File: src/rtl/mem_dump_reader_pkg.sv
// Shared debug-unit package: dump FSM state codes and the
// byte-beat bundle shared with the UART TX wrapper.
package mem_dump_reader_pkg;

  localparam logic [2:0] ST_IDLE = 3'd0;
  localparam logic [2:0] ST_READ = 3'd1;
  localparam logic [2:0] ST_WAIT = 3'd2;
  localparam logic [2:0] ST_LOAD = 3'd3;
  localparam logic [2:0] ST_SEND = 3'd4;
  localparam logic [2:0] ST_DONE = 3'd5;

  // One byte on a valid/ready link; a transfer
  // happens when valid && ready on a rising edge.
  typedef struct packed {
    logic       valid;
    logic [7:0] data;
  } tx_beat_t;

  function automatic int bytes_per_word(input int dw);
    return dw / 8;
  endfunction

endpackage

File: src/rtl/mem_dump_reader_serializer.sv
// word_byte_serializer: loads a word, emits it MSB-first as bytes.
// Ports: clk, reset, load, word, ready -> beat (valid/data), last_byte.
module word_byte_serializer
  import mem_dump_reader_pkg::*;
#(
  parameter int DATA_WIDTH = 32
) (
  input  logic                  clk,
  input  logic                  reset,
  input  logic                  load,
  input  logic [DATA_WIDTH-1:0] word,
  input  logic                  ready,
  output tx_beat_t              beat,
  output logic                  last_byte
);

  localparam int BPW = bytes_per_word(DATA_WIDTH);
  localparam int IW  = (BPW > 1) ? $clog2(BPW) : 1;

  logic [DATA_WIDTH-1:0] shreg;
  logic [IW-1:0]         idx;
  logic                  valid;

  assign last_byte  = (idx == IW'(BPW - 1));
  assign beat.valid = valid;
  assign beat.data  = shreg[DATA_WIDTH-1 -: 8];

  always_ff @(posedge clk or posedge reset) begin
    if (reset) begin
      shreg <= '0;
      idx   <= '0;
      valid <= 1'b0;
    end else if (load) begin
      shreg <= word;
      idx   <= '0;
      valid <= 1'b1;
    end else if (valid && ready) begin
      if (last_byte) begin
        valid <= 1'b0;
      end else begin
        shreg <= shreg << 8;
        idx   <= idx + IW'(1);
      end
    end
  end

endmodule

File: src/rtl/mem_dump_reader.sv
// Debug dump of data memory words 0..NUM_WORDS-1 as a byte stream.
// Ports: clk, reset, start, mem_addr/read_en/data, tx_valid/ready/data, busy, done.
module mem_dump_reader
  import mem_dump_reader_pkg::*;
#(
  parameter int ADDR_WIDTH   = 7,
  parameter int DATA_WIDTH   = 32,
  parameter int NUM_WORDS    = 128,
  parameter int READ_LATENCY = 1
) (
  input  logic                  clk,
  input  logic                  reset,
  input  logic                  start,
  output logic [ADDR_WIDTH-1:0] mem_addr,
  output logic                  mem_read_en,
  input  logic [DATA_WIDTH-1:0] mem_data,
  output logic                  tx_valid,
  input  logic                  tx_ready,
  output logic [7:0]            tx_data,
  output logic                  busy,
  output logic                  done
);

  localparam int AW1 = ADDR_WIDTH + 1;
  localparam int WW  = $clog2(READ_LATENCY + 1);

  // One extra bit so NUM_WORDS = 2^ADDR_WIDTH compares cleanly.
  localparam logic [AW1-1:0] LAST_ADDR = AW1'(NUM_WORDS - 1);

  logic [2:0]            state;
  logic [ADDR_WIDTH-1:0] addr;
  logic [WW-1:0]         wait_cnt;
  tx_beat_t              beat;
  logic                  last_byte;
  logic                  load;
  logic                  xfer;

  assign load = (state == ST_LOAD);
  assign xfer = beat.valid && tx_ready;

  word_byte_serializer #(
    .DATA_WIDTH (DATA_WIDTH)
  ) u_ser (
    .clk       (clk),
    .reset     (reset),
    .load      (load),
    .word      (mem_data),
    .ready     (tx_ready),
    .beat      (beat),
    .last_byte (last_byte)
  );

  always_ff @(posedge clk or posedge reset) begin
    if (reset) begin
      state    <= ST_IDLE;
      addr     <= '0;
      wait_cnt <= '0;
    end else begin
      unique case (state)
        ST_IDLE: begin
          if (start) begin
            state <= ST_READ;
            addr  <= '0;
          end
        end
        ST_READ: begin
          wait_cnt <= WW'(READ_LATENCY);
          state    <= ST_WAIT;
        end
        ST_WAIT: begin
          if (wait_cnt == WW'(1)) begin
            state <= ST_LOAD;
          end else begin
            wait_cnt <= wait_cnt - WW'(1);
          end
        end
        ST_LOAD: begin
          state <= ST_SEND;
        end
        ST_SEND: begin
          if (xfer && last_byte) begin
            if ({1'b0, addr} == LAST_ADDR) begin
              state <= ST_DONE;
              addr  <= '0;
            end else begin
              state <= ST_READ;
              addr  <= addr + ADDR_WIDTH'(1);
            end
          end
        end
        ST_DONE: begin
          state <= ST_IDLE;
        end
        default: begin
          state <= ST_IDLE;
        end
      endcase
    end
  end

  always_comb begin
    mem_read_en = 1'b0;
    unique case (1'b1)
      (state == ST_READ),
      (state == ST_WAIT),
      (state == ST_LOAD),
      (state == ST_SEND): mem_read_en = 1'b1;
      default:            mem_read_en = 1'b0;
    endcase
  end

  assign busy     = mem_read_en;
  assign done     = (state == ST_DONE);
  assign mem_addr = addr;
  assign tx_valid = beat.valid;
  assign tx_data  = beat.data;

endmodule

File: config.mk
export PLATFORM = sky130hd
export DESIGN_NAME = mem_dump_reader
export DESIGN_NICKNAME = d
export VERILOG_FILES = /design/src/rtl/mem_dump_reader_pkg.sv /design/src/rtl/mem_dump_reader_serializer.sv /design/src/rtl/mem_dump_reader.sv
export SDC_FILE = /design/constraint.sdc
export NUM_CORES = 1
export LEC_CHECK = 0
export CAP_MARGIN = 0
export CELL_PAD_IN_SITES_DETAIL_PLACEMENT = 1
export CELL_PAD_IN_SITES_GLOBAL_PLACEMENT = 2
export CORE_MARGIN = 5
export CORE_UTILIZATION = 32
export DETAILED_ROUTE_END_ITERATION = 8
export PLACE_DENSITY_LB_ADDON = 0.08
export SLEW_MARGIN = 0
export SYNTH_ARGS = -nofsm -noshare
export SYNTH_HDL_FRONTEND = slang
export SYNTH_HIERARCHICAL = 1
export SYNTH_SLANG_ARGS = --single-unit
File: constraint.sdc
create_clock -name clk -period 2.7 [get_ports clk]
set_input_delay 0.405 -clock clk [delete_from_list [all_inputs] [get_ports clk]]
set_output_delay 0.405 -clock clk [all_outputs]
set_load 0.005 [all_outputs]
# [Yosys cells after proc, flatten, opt, wreduce, memory -nomap -nowiden]
# Cells that the tools add are included.
[word_totals] ff_bits=46 input_bits=36 out_inout_bits=19 word_cells=53
[op_classes] addsub=3 eq_ne=11 n_mux=21 reduce_logical=12
[op_table] cell="32-bit 2-to-1 mux" count=3
[op_table] cell="7-bit 2-to-1 mux" count=3
[op_table] cell="3-bit one-hot mux with 5 select lines" count=1
[op_table] cell="7-bit one-hot mux with 2 select lines" count=1
[op_table] cell="3-bit 2-to-1 mux" count=4
[op_table] cell="2-bit nonzero test" count=4
[op_table] cell="7-bit by 1-bit adder with 7-bit output (second input constant)" count=1
[op_table] cell="7-bit == test (second input constant)" count=1
[op_table] cell="3-bit by 2-bit == test with 1-bit output (second input constant)" count=2
[op_table] cell="3-bit == test (second input constant)" count=2
[op_table] cell="2-bit 2-to-1 mux" count=3
[op_table] cell="2-bit != test (second input constant)" count=3
[op_table] cell="3-bit AND reduction" count=2
[op_table] cell="1-bit 2-to-1 mux" count=5
[op_table] cell="2-bit AND reduction" count=2
[op_table] cell="4-bit OR reduction" count=1
[op_table] cell="3-bit by 1-bit == test with 1-bit output (second input constant)" count=1
[op_table] cell="3-bit logical NOT" count=1
[op_table] cell="2-bit by 1-bit adder with 2-bit output (second input constant)" count=1
[op_table] cell="2-bit == test (second input constant)" count=1
[op_table] cell="1-bit logical AND" count=2
[op_table] cell="2-bit by 1-bit != test with 1-bit output (second input constant)" count=1
[op_table] cell="1-bit one-hot mux with 2 select lines" count=1
[op_table] cell="1-bit subtractor (second input constant)" count=1

# [Logic depth before layout (Yosys ltp)]
[depth] ltp_word=4 mapped_depth=7 depth_no_buf=5

# [Cells and area by module]
# Netlist, hierarchy kept.
[modules_own_cells] mod="word_byte_serializer" n_inst=1 cells_per_inst=188 area_each_um2=1676.6 seq_area_each_um2=875.8
[modules_own_cells] mod="mem_dump_reader" n_inst=1 cells_per_inst=63 area_each_um2=626.9 seq_area_each_um2=275.3

# [Worst setup path before layout]
# No wires, ideal clock.
[synth_path] path_kind="register to register" from="register u_ser.idx[0]" to="register addr[5] (netlist: mem_addr[5])" setup_time_ps=77 arrival_time_ps=1466 setup_slack_ps=1156 stages_incl_launch_ff=6 n_path_buf=0 synth_period_minus_slack_ps=1544 cell_sequence="dfrtp_1 > ha_1 > and3_1 > o211ai_4 > or4_1 > a21oi_1"
[synth_via] elab_chain_len=4
[synth_lines] element="start, declared" line="mem_dump_reader_serializer.sv:21" rtl="logic [IW-1:0] idx;"
[synth_lines] element="start signal, assigned" line="mem_dump_reader_serializer.sv:42" rtl="idx <= idx + IW'(1);"
[synth_lines] element="2-bit == test" line="mem_dump_reader_serializer.sv:24" rtl="assign last_byte = (idx == IW'(BPW - 1));"
[synth_lines] element="via last_byte" line="mem_dump_reader.sv:34" rtl="logic last_byte;"
[synth_lines] element="1-bit logical AND" line="mem_dump_reader.sv:81" rtl="if (xfer && last_byte) begin"
[synth_lines] element="2-bit != test (no line)"
[synth_lines] element="3-bit AND reduction (no line)"
[synth_lines] element="end signal, assigned" line="mem_dump_reader.sv:87" rtl="addr <= addr + ADDR_WIDTH'(1);"
[synth_lines] element="end, declared" line="mem_dump_reader.sv:31" rtl="logic [ADDR_WIDTH-1:0] addr;"
# The timed path passes the listed nets, and every way through them passes these cells.
# A chain may end at the register's enable or synchronous reset.

# [Worst setup path after layout]
[layout_path] from="register state[0]" to="output port mem_read_en"
[layout_via] elab_chain_len=3 elab_cells_between_ends=6 cone_classes="4 x eq/ne; 1 x mux; 1 x reduce/logical"
[layout_lines] element="start, declared" line="mem_dump_reader.sv:30" rtl="logic [2:0] state;"
[layout_lines] element="start signal, assigned" line="mem_dump_reader.sv:55" rtl="state <= ST_IDLE;"
[layout_lines] element="start signal, assigned" line="mem_dump_reader.sv:62" rtl="state <= ST_READ;"
[layout_lines] element="start signal, assigned" line="mem_dump_reader.sv:68" rtl="state <= ST_WAIT;"
[layout_lines] element="3-bit by 2-bit == test with 1-bit output (tied with other cells)" line="mem_dump_reader.sv:106" rtl="(state == ST_LOAD),"
[layout_lines] element="4-bit OR reduction *" line="mem_dump_reader.sv:103" rtl="unique case (1'b1)"
[layout_lines] element="1-bit 2-to-1 mux *" line="mem_dump_reader.sv:103"
[layout_lines] element="end, declared" line="mem_dump_reader.sv:15" rtl="output logic mem_read_en,"
# Every way passes the cells marked *; elsewhere a longest branch is shown, timed or not.

==> flow_metrics.py <==
metrics = {
    "timing": {
        "max_slew_margin_pct": 57.4,
        "clock_skew_ns": 0.0124,
        "period_minus_slack_ns": 2.09,
        "finalHoldViolations": 0,
        "worst_pin_slew_ns": 0.639,
        "report.final.slew_viol_count": 0,
        "finalSetupViolations": 0,
        "rsz0062_at_grt": "no",
        "fin_ws_ns": 0.609,
        "period_share_pct": 77.4,
        "fin_hold_ws_ns": 0.442,
        "timing.fmax_mhz": 478,
        "setup_tns_ns": 0,
    },
    "synthesis": {
        "synthesis.area_um2": 2300,
        "synth_warnings": 6,
        "syn_inst": 251,
        "synth_cell_types": 40,
        "async_reset_ff_share_pct": 100,
        "ys_ff_latch": 46,
        "synth_edf_count": 0,
        "synthFlopType": "dfrtp_1",
        "syn_area_per_cell_um2": 9.18,
        "syn_nets": 289,
        "yosysSeqAreaShare_pct": 50.0,
    },
    "clock_tree": {
        "cts_buffers": 5,
        "cts-root-buf": "clkbuf_8",
        "ctsLongestPathBuffers": 2,
        "cts_resized": 0,
        "cts_tree": "done",
        "clk_pin_slew_ns": 0.08,
        "cts.sinks": 46,
        "htree_levels": 2,
        "clkLatencyLatePin_ns": 0.31,
        "postCtsSetupBuffers": 0,
        "cts_hold_buf": 0,
    },
    "floorplan": {
        "die_w_um": 94.8,
        "rows": 31,
        "ios": 55,
        "dieHeight_um": 94.8,
        "start_util_pct": 32.3,
        "fp.dieArea_um2": 8990,
        "core_region_area_um2": 7140,
    },
    "critical_path": {
        "critPathLaunch": "state[0]$_DFFE_PP0P_",
        "path_delay_family": "buffers and inverters",
        "crit_path_end_kind": "output port",
        "cp_max_fo": 6,
        "critPathBufInv": 1,
        "slowest_stage": "clkdlybuf4s50_1",
        "r2r-start": "state[2]$_DFFE_PP0P_",
        "path_depth": 3,
        "crit_path_end": "mem_read_en",
        "crit_arrival_ns": 1.69,
        "worstSetupPathType": "flop to output port",
        "reg2regPathDepth": 5,
        "r2r_setup_slack_ns": 0.84,
        "slowest_delay_ns": 0.54,
        "start_kind": "flop",
        "r2r-end": "u_ser/shreg[11]$_DFFE_PP0P_",
        "path_cells": "nor2_4, xnor2_1, clkdlybuf4s50_1",
        "worstPathRequired_ns": 2.30,
    },
    "detailed_routing": {
        "first_iter_violations": 70,
        "drt-wirelength-per-cell_um": 14.1,
        "ant_nets": 0,
        "wl_mm": 5.53,
        "firstDrtPassIters": 4,
        "drc_errors": 0,
        "vias_per_cell": 4.67,
        "num_vias": 1832,
    },
    "grt": {
        "use_met3_pct": 3.11,
        "antenna_found_initial": 0,
        "gr-total-overflow": 0,
        "grtUsageTotal_pct": 13.1,
        "grt_pass1_wl_mm": 9.11,
        "gr-usage-met1_pct": 18.4,
        "grt_pass1_vias": 1874,
        "use_met2_pct": 19.4,
        "grt_max_degree": 40,
        "grt-busiest-layer": "met2",
    },
    "place": {
        "gp_congestion": 0.753,
        "io_buffers": 54,
        "place_area_um2": 2840,
        "preCtsSetupSlack_ns": 0.646,
        "dp_hpwl_mm": 3.82,
    },
    "final_layout": {
        "layout-drive-gt1-share_pct": 6.14,
        "post-route-cell-area_um2": 2950,
        "fin_util_pct": 41.4,
        "final_nets": 330,
        "n_antenna_cell": 0,
        "fillers": 856,
        "areaGrowthSynthToFinish_pct": 28.2,
    },
    "power_and_ir_drop": {
        "ir_drop_mv": 0.410,
        "powerDensity_nw_per_um2": 957,
        "leakagePower_nw": 1.21,
    },
    "worst_hold_path": {
        "hold_class": "input port to async pin",
    },
    "status": {
        "status": "completed",
    },
    "flow_run": {
        "maxCapViolations": 0,
    },
}
[per-stage QoR]
stage | power, mW | instances
detailed placement | 2.37 | 384
finish | 2.83 | 392
global placement | 2.33 | 384
CTS | 2.89 | 392
global route | 3.08 | 392
floorplan | 2.02 | 251
[how the worst min path moves through the flow]
stage | to | slack, ns | cells past startpoint
after floorplan | mem_addr[0]$_DFFE_PP0P_ | 0.26 | 1
after global placement | wait_cnt$_DFFE_PP0P_ | 0.48 | 1
after detailed placement | wait_cnt$_DFFE_PP0P_ | 0.50 | 1
after CTS | mem_addr[2]$_DFFE_PP0P_ | 0.46 | 2
after global routing | mem_addr[2]$_DFFE_PP0P_ | 0.50 | 2
final | mem_addr[4]$_DFFE_PP0P_ | 0.44 | 2
[worst reg2reg max path: cells and delay by family, from the launching register on]
family                 cells  cell delay, ns
AO/OA/AOI/OAI              1            0.05
buffers and inverters      2            0.40
flip-flops                 1            0.53
AND/OR/NAND/NOR            2            0.78
[layout make-up]
cell class | instances | area, um^2 | area share (%)
Clock buffer | 5 | 68.8 | 2.33
Timing Repair Buffer | 58 | 583 | 19.7
Multi-Input combinational cell | 177 | 968 | 32.8
Sequential cell | 46 | 1150 | 39.0
Clock inverter | 3 | 40.0 | 1.36
Inverter | 4 | 17.5 | 0.593
Tap cell | 99 | 124 | 4.19
[placed cells by master, fill, tap and decap left out, drive strengths merged, types with 3 or more instances in the layout]
cell,n
clkdlybuf4s50,54
a21oi,52
nand2,47
dfrtp,46
nor2b,24
o21ai,10
nor2,7
clkbuf,5
inv,4
buf,4
nand3,3
nor3,3
nand2b,3
xnor2,3
[power breakdown]
part / leakage [nW] / total [mW] / switching [mW] / internal, mW
sequential: 0.578 / 1.14 / 0.187 / 0.958
clock: 0.0579 / 0.511 / 0.239 / 0.273
combinational: 0.574 / 1.17 / 0.569 / 0.600
[cells by family after synthesis]
kind of cell / after synthesis / share of synthesized area [%]
multiplexers: 1 / 0.435
AND/OR/NAND/NOR: 97 / 20.8
buffers and inverters: 28 / 7.98
XOR/XNOR: 4 / 1.52
flip-flops: 46 / 50.0
AO/OA/AOI/OAI: 73 / 18.3
adder cells (fa/ha/maj): 2 / 1.09
[registers in the layout, indices dropped and copies added (netlist names)]
signal	flops
u_ser/idx	2
state	3
u_ser/shreg	32
u_ser/valid	1
wait_cnt	1
mem_addr	7
[per-layer routing]
metal	part of all wire [%]	wire, um	up-vias
met3	4.8	267	6
met2	46	2550	36
met4	1.5	81	0
li1	-	-	915
met1	48	2640	875
met5	0	0	-
[cell usage after synthesis, types with 2 or more instances]
library cell,number,area (um^2)
ha_1,2,25.0
buf_6,2,22.5
buf_4,11,82.6
o21ai_0,10,50.1
buf_2,7,35.0
nand2b_1,3,18.8
a32o_1,2,20.0
nand3_1,3,15.0
xnor2_1,3,26.3
nand2_1,47,176
nor2b_1,24,150
clkbuf_1,3,11.3
inv_1,3,11.3
nor2_1,6,22.5
dfrtp_1,46,1150
or3_1,2,12.5
a21oi_1,52,260
nor3_1,3,15.0
No activity file was read; power rests on OpenSTA's default activity.
